===== src/rtl/clk_en_pkg.sv =====
// Shared encodings and defaults for the clock-enable generator and its
// button debouncer.
package clk_en_pkg;

  typedef enum logic [1:0] {
    MODE_RUN  = 2'd0,
    MODE_STEP = 2'd1,
    MODE_HALT = 2'd2
  } mode_e;

  localparam int unsigned DEF_DB_CYCLES = 32'd1_000_000;
  localparam int          DEF_DIV_W     = 16;

endpackage


===== src/rtl/btn_debounce.sv =====
// Two-flop synchroniser plus stability counter for a raw push button.
// Produces the accepted level and a one-cycle pulse on its rising edge.
module btn_debounce
  import clk_en_pkg::*;
#(
  parameter int unsigned DB_CYCLES = DEF_DB_CYCLES
) (
  input  logic clk,
  input  logic rst_n,
  input  logic i_btn,
  output logic o_level,
  output logic o_rise
);

  localparam int unsigned     CW       = (DB_CYCLES > 1) ? $clog2(DB_CYCLES) : 1;
  localparam logic [CW-1:0]   CNT_LAST = CW'(DB_CYCLES - 1);

  logic          r_s0;
  logic          r_s1;
  logic [CW-1:0] r_cnt;
  logic          r_level;
  logic          r_level_d;

  // The counter only advances while the synchronised input disagrees with
  // the accepted level, so any agreement restarts the stability window.
  always_ff @(posedge clk or negedge rst_n) begin
    if (!rst_n) begin
      r_s0      <= 1'b0;
      r_s1      <= 1'b0;
      r_cnt     <= '0;
      r_level   <= 1'b0;
      r_level_d <= 1'b0;
    end else begin
      r_s0      <= i_btn;
      r_s1      <= r_s0;
      r_level_d <= r_level;
      if (r_s1 == r_level) begin
        r_cnt <= '0;
      end else if (r_cnt == CNT_LAST) begin
        r_level <= r_s1;
        r_cnt   <= '0;
      end else begin
        r_cnt <= r_cnt + CW'(1);
      end
    end
  end

  assign o_level = r_level;
  assign o_rise  = r_level & ~r_level_d;

endmodule


===== src/rtl/clk_en_gen.sv =====
// Free-running cycle counter, NUM_CH programmable tick channels and a CPU
// clock enable with run / debounced single-step / halt modes.
module clk_en_gen
  import clk_en_pkg::*;
#(
  parameter int          NUM_CH    = 4,
  parameter int          DIV_W     = DEF_DIV_W,
  parameter int          CNT_W     = 32,
  parameter int unsigned DB_CYCLES = DEF_DB_CYCLES
) (
  input  logic                    clk,
  input  logic                    rst_n,
  input  logic [NUM_CH*DIV_W-1:0] div_i,
  input  logic [NUM_CH-1:0]       ch_en_i,
  input  logic [1:0]              mode_i,
  input  logic                    step_btn_i,
  output logic [CNT_W-1:0]        clkdiv_o,
  output logic [NUM_CH-1:0]       tick_o,
  output logic                    cpu_ce_o,
  output logic                    db_btn_o
);

  logic [CNT_W-1:0]  r_clkdiv;
  logic [NUM_CH-1:0] w_term;
  logic [NUM_CH-1:0] w_tick;
  logic              w_level;
  logic              w_rise;
  logic              w_ce_next;
  logic              r_cpu_ce;

  always_ff @(posedge clk or negedge rst_n) begin
    if (!rst_n) r_clkdiv <= '0;
    else        r_clkdiv <= r_clkdiv + CNT_W'(1);
  end

  for (genvar k = 0; k < NUM_CH; k++) begin : g_ch
    logic [DIV_W-1:0] w_div;
    logic [DIV_W-1:0] w_last;
    logic [DIV_W-1:0] r_cnt;
    logic             r_tick;

    assign w_div  = div_i[k*DIV_W +: DIV_W];
    // A zero divisor behaves as divide-by-one.
    assign w_last = (w_div == '0) ? '0 : w_div - DIV_W'(1);
    // ">=" rather than "==" so a divisor lowered below the running count
    // terminates immediately instead of wrapping the counter.
    assign w_term[k] = ch_en_i[k] && (r_cnt >= w_last);

    always_ff @(posedge clk or negedge rst_n) begin
      if (!rst_n) begin
        r_cnt  <= '0;
        r_tick <= 1'b0;
      end else if (!ch_en_i[k]) begin
        r_cnt  <= '0;
        r_tick <= 1'b0;
      end else if (w_term[k]) begin
        r_cnt  <= '0;
        r_tick <= 1'b1;
      end else begin
        r_cnt  <= r_cnt + DIV_W'(1);
        r_tick <= 1'b0;
      end
    end

    assign w_tick[k] = r_tick;
  end

  btn_debounce #(
    .DB_CYCLES (DB_CYCLES)
  ) u_btn_debounce (
    .clk     (clk),
    .rst_n   (rst_n),
    .i_btn   (step_btn_i),
    .o_level (w_level),
    .o_rise  (w_rise)
  );

  // Mode is applied live, so a step edge seen outside STEP is simply lost.
  always_comb begin
    w_ce_next = 1'b0;
    case (mode_i)
      MODE_RUN:  w_ce_next = w_term[0];
      MODE_STEP: w_ce_next = w_rise;
      default:   w_ce_next = 1'b0;
    endcase
  end

  always_ff @(posedge clk or negedge rst_n) begin
    if (!rst_n) r_cpu_ce <= 1'b0;
    else        r_cpu_ce <= w_ce_next;
  end

  assign clkdiv_o = r_clkdiv;
  assign tick_o   = w_tick;
  assign cpu_ce_o = r_cpu_ce;
  assign db_btn_o = w_level;

endmodule


===== config.mk =====
export PLATFORM = sky130hd
export DESIGN_NAME = clk_en_gen
export DESIGN_NICKNAME = d
export VERILOG_FILES = /design/src/rtl/clk_en_pkg.sv /design/src/rtl/btn_debounce.sv /design/src/rtl/clk_en_gen.sv
export SDC_FILE = /design/constraint.sdc
export NUM_CORES = 1
export LEC_CHECK = 0
export ABC_AREA = 1
export CORE_MARGIN = 5
export CORE_UTILIZATION = 30
export DETAILED_ROUTE_END_ITERATION = 6
export GPL_TIMING_DRIVEN = 0
export PLACE_DENSITY = 0.53
export SYNTH_ARGS = -nofsm -noshare
export SYNTH_HDL_FRONTEND = slang
export SYNTH_HIERARCHICAL = 1
export SYNTH_SLANG_ARGS = --single-unit

===== constraint.sdc =====
create_clock -name clk -period 2.76 [get_ports clk]
set_clock_uncertainty 0.2 [all_clocks]
set_input_delay 0.552 -clock clk [delete_from_list [all_inputs] [get_ports clk]]
set_output_delay 0.552 -clock clk [all_outputs]
set_load 0.02 [all_outputs]

; After elaboration in Yosys (flattened, before gate mapping)
; Index checks and enable logic that the tools add are counted.
; W data, S select, Z words.
[op_classes]
n_addsub = 10
order_cmp = 4
n_mux = 23
n_eq_ne = 3
bitwise_logic = 3
n_reduce_logical = 10
[ops]
columns = op, count
row1 = $mux W16, 12
row2 = $add A16 B1 Y16 const B, 4
row3 = $ge A16 B16 Y1, 4
row4 = $logic_not A16 Y1, 4
row5 = $sub A16 B1 Y16 const B, 4
row6 = $mux W20, 2
row7 = $add A32 B1 Y32 const B, 1
row8 = $add A20 B1 Y20 const B, 1
row9 = $eq A20 B20 Y1 const B, 1
row10 = $mux W1, 8
row11 = $logic_and A1 B1 Y1, 4
row12 = $eq A2 B1 Y1 const B, 1
row13 = $logic_not A2 Y1, 1
row14 = $not A1 Y1, 2
row15 = $pmux W1 S2, 1
row16 = $reduce_and A2 Y1, 1
row17 = $and A1 B1 Y1, 1
row18 = $eq A1 B1 Y1, 1
[totals]
regBits = 125
in_bits = 73

; Longest topological paths before layout
[logic_depth]
depth_word = 6
depth_mapped = 19
mapped_depth_nobuf = 18

; Cells and area by module
; Netlist, hierarchy kept.
[by_module_without_submodules]
columns = mod, cells_per_inst, seq_area_each_um2, n_inst, area_each_um2
row1 = clk_en_gen, 1125, 2527.4, 1, 8132.8
row2 = btn_debounce, 163, 600.6, 1, 1293.7

; Worst setup path after synthesis
; Ideal clock, no wire load.
[synth_timing]
kind = input port to flip-flop
from = input div_i[0]
to = register g_ch[0].r_cnt[7]
setup_time_ns = 0.071
t_arrival_ns = 2.491
slack_ns = -0.003
stages = 14
cell_sequence = inv_1 nand3_1 nor3_2 nand2_1 nor2_1 or2_2 nand3_1 ha_1 a21oi_1 o21ai_0 a21oi_1 nand3_2 buf_6 nor2_1
[synth_between]
elab_chain_cells = 6
[synth_rtl]
columns = element, line_no
row1 = "start, declared", clk_en_gen.sv:13  ; input logic [NUM_CH*DIV_W-1:0] div_i,
row2 = $sub A16 B1 Y16 / $logic_not A16 Y1 (equally long branches), clk_en_gen.sv:44  ; assign w_last = (w_div == '0) ? '0 : w_div - DIV_W'(1);
row3 = $mux W16 *, clk_en_gen.sv:44
row4 = $ge A16 B16 Y1 *, clk_en_gen.sv:47  ; assign w_term[k] = ch_en_i[k] && (r_cnt >= w_last);
row5 = $logic_and A1 B1 Y1 *, clk_en_gen.sv:47
row6 = $mux W16 *, clk_en_gen.sv:56  ; end else if (w_term[k]) begin
row7 = $mux W16 *, clk_en_gen.sv:53  ; end else if (!ch_en_i[k]) begin
row8 = "end signal, assigned", clk_en_gen.sv:60  ; r_cnt <= r_cnt + DIV_W'(1);
row9 = "end, declared", clk_en_gen.sv:39  ; logic [DIV_W-1:0] r_cnt;
; Mark *: on every way between the ends. The rest lies on a longest branch, timed or not.
; A chain may end at the register's enable or synchronous reset.

; Final worst setup path
[layout_timing]
from = input div_i[51]
to = register g_ch[3].r_cnt[3]
[layout_between]
elab_chain_cells = 6
[layout_rtl]
columns = element, line_no
row1 = $sub A16 B1 Y16 / $logic_not A16 Y1 (equally long branches), clk_en_gen.sv:44
row2 = $mux W16 *, clk_en_gen.sv:44
row3 = $ge A16 B16 Y1 *, clk_en_gen.sv:47
row4 = $logic_and A1 B1 Y1 *, clk_en_gen.sv:47
row5 = $mux W16 *, clk_en_gen.sv:56
row6 = $mux W16 *, clk_en_gen.sv:53
row7 = "end signal, assigned", clk_en_gen.sv:60
row8 = "end, declared", clk_en_gen.sv:39
; Marks and branches as above.

==> impl_metrics.py <==
metrics = {
    "status": {
        "outcome": "finished, final reports clean",
    },
    "floorplanning": {
        "placementRows": 65,
        "start_util": 0.3011,
        "floorplan.io_pins": 111,
        "die_h_um": 187.3,
        "fp.coreArea_um2": 31310,
        "die_width_um": 187.3,
        "design.die.area_um2": 35070,
    },
    "layout": {
        "post_route_cells_drive_above_1_share": 0.2587,
        "num-nets-final": 1630,
        "final_cell_mix": "nand2_1, nor2_1, inv_1",
        "antenna_diode_count": 0,
        "final_cells": 1894,
        "final_common_cell": "nand2_1",
        "layout.core_utilization": 0.4185,
        "area_growth_syn_to_layout_pct": 39.02,
    },
    "clocking": {
        "clk_path_buf_depth": 2,
        "clkTransAtPathRegs_ps": 60,
        "ctsHtreeMaxLevel": 4,
        "insertion_delay_ps": 410,
        "cts-buffers-inserted": 17,
        "tritoncts": "built",
        "cts_root_buf": "clkbuf_16",
        "cts.sinks": 125,
    },
    "placed_design": {
        "dp_cells": 1801,
        "port_buffers": 110,
        "place.gp.congestion": 0.8438,
        "post-dp-hpwl_um": 17200,
        "placement.setup.worst_slack_ps": -1026,
    },
    "critical_path": {
        "slowest_stage": "ha_4",
        "timing.reg2reg.setup_slack_ps": 790,
        "timing_worst_setup_path_type": "in2reg",
        "cp-start-kind": "input port",
        "critical-path-top-delay-family": "simple AND/OR/NAND/NOR gates",
        "crit_path_max_fanout": 6,
        "data_arrival_at_the_endpoint_of_the_critical_path_ps": 2800,
        "crit_path_start": "div_i[51]",
        "nature_of_the_critical_path_endpoint": "flop",
        "worst_path_largest_cell_delay_ps": 280,
        "critical_path.cell_chain": "clkbuf_2, nor2_1, nand2_2, nor3_4, buf_4, nand3_2, xnor2_1, nand2_1, ha_4, nand4_1, buf_4, a21oi_4, nor2_4, nand3_4, buf_6, nor2_1",
        "timing.rr.start": "g_ch[1].r_cnt[13]",
        "path_buf_inv": 4,
        "critPathRequiredTime_ps": 2860,
    },
    "detailed_routing": {
        "vias_per_cell": 4.677,
        "wirelength_um": 23650,
        "first_drt_pass_iteration_count": 4,
        "drtAntennaViolNets": 0,
        "post_drt_wl_per_cell_um": 12.49,
        "drt_first_iter_violations": 373,
        "drc_errors": 0,
        "num_vias": 8859,
    },
    "sta": {
        "timing.final.hold_violations": 0,
        "rsz_0062_raised_after_global_routing": "yes",
        "timing.hold.ws_ps": 149.7,
        "slew_headroom": 0.5933,
        "worst_slack_ps": 59.47,
        "setup-violations-final": 0,
        "maximum_operating_frequency_mhz": 370.3,
        "worst-slew-pin-transition_ps": 610.1,
        "finalCritPeriodShare": 0.9785,
        "slew_viol_final": 0,
        "final_period_minus_worst_setup_slack_ps": 2701,
    },
    "logic_synthesis": {
        "synth_largest_type_area_fraction": 0.3318,
        "area_of_the_mapped_netlist_um2": 9427,
        "yosysWarnings": 6,
        "postSynthCellCount": 1288,
        "ys_seq_area_frac": 0.3318,
        "synth_cell_types": 38,
        "synth_nets": 1439,
        "ys_ff_latch": 125,
        "synth_area_per_cell_um2": 7.319,
        "synth.area.top_cells": "dfrtp_1, nand2_1, ha_1",
        "yosys.area.top_type": "dfrtp_1",
    },
    "job": {
        "maxCapViolCount": 0,
    },
    "grt": {
        "gr_ovfl_total": 0,
        "grt_util_all_layers": 0.1334,
        "number_of_global_route_vias_before_repair": 8620,
        "initial_antenna_violation_count": 0,
        "grt_pass1_wl_um": 40070,
        "largest_net_degree_at_the_start_of_global_routing": 64,
    },
    "power_and_ir_drop": {
        "leakagePower_uw": 0.006155,
        "pwrdens_nw_per_um2": 366.5,
        "vdd_drop_max_uv": 295.0,
    },
    "worst_hold_path": {
        "timing.hold.worst.start": "u_btn_debounce/r_s0",
        "min_path_type": "reg2reg",
    },
}
## power by group
part	total, µW	internal, µW	switching, µW
Clock	2300	1370	936
Combinational	627	272	356
Sequential	1870	1850	20.1
## worst register-to-register path, stage by stage, from the launching register on
cell and delay [ps]:
dfrtp_1 440, ha_4 300, nand4_1 200, nor3_4 180
nand2_1 80, inv_1 70, nand2_2 80, nand3_4 120
buf_6 150, nor2_2 40
## registers in the layout, indices dropped and copies added (netlist names)
signal                    flops
g_ch.r_tick                   4
u_btn_debounce/r_cnt         20
u_btn_debounce/r_s1           1
u_btn_debounce/o_level        1
u_btn_debounce/r_level_d      1
clkdiv_o                     32
u_btn_debounce/r_s0           1
g_ch.r_cnt                   64
cpu_ce_o                      1
## area by class of cell
| cell class | count | area [µm²] |
|---|---|---|
| plain buffers | 12 | 123.9 |
| clock buffers | 17 | 425.4 |
| clock inverters | 15 | 177.7 |
| fillers | 3107 | 18210 |
| inverters | 159 | 599.3 |
| multi-input cells | 992 | 6571 |
| flip-flops and latches | 125 | 3128 |
| well taps | 402 | 503.0 |
| repair buffers | 172 | 1577 |
## worst paths after layout
path                                        to  depth (start not counted)
min in group asynchronous    g_ch[3].r_cnt[12]                          2
max in group asynchronous     g_ch[2].r_cnt[8]                          3
setup / recovery              g_ch[3].r_cnt[3]                         16
hold / removal             u_btn_debounce/r_s1                          0
setup reg to reg              g_ch[1].r_cnt[9]                          9
hold reg to reg            u_btn_debounce/r_s1                          0
## stage by stage
stage	instance area (µm²)	power, µW	setup TNS, ps
floorplan	9437	2172	0
global placement	11040	2410	-602540
detailed placement	11070	2420	-60820
CTS	12520	4837	0
global route	13110	5051	-1396
finish	13110	4803	0
## cells in the mapped netlist (all sizes together)
cell type  instances
inv              159
and2               1
xnor2             27
or2               18
nand2            271
a31o               1
nand4             39
dfrtp            125
nor4               5
nand3            115
nor3b              3
nand3b             5
nor3              37
o21ai             28
xor2              69
ha                78
o21bai             8
o21a               1
and3b              1
a21oi             33
buf               12
a31oi              1
nor2             245
a21boi             6
## kinds of logic after synthesis
kind of cell,after synthesis,share of synthesized area
simple gates,740,0.3573
buf+inv,171,0.07141
flops,125,0.3318
xor+xnor,96,0.08999
compound gates,78,0.04593
fa+ha+maj,78,0.1035
## routing by layer
| layer | track usage | up-vias | part of all wire |
|---|---|---|---|
| met5 | 0 | - | 0 |
| met2 | 0.2208 | 155 | 0.47 |
| li1 | - | 4554 | - |
| met3 | 0.02762 | 25 | 0.038 |
| met1 | 0.1792 | 4125 | 0.47 |
| met4 | 0.03242 | 0 | 0.013 |
## timing repair
| action | CTS | global route |
|---|---|---|
| endpoints found under the setup margin | 69 | 69 |
| pin swaps | 74 | 83 |
| resized for setup | 214 | 176 |
| cloned | 5 | 2 |
| setup buffers | 32 | 21 |
| hold endpoints to repair | 62 | 0 |
| hold buffers | 1 | 0 |
Power figures use the tool's default switching activity.
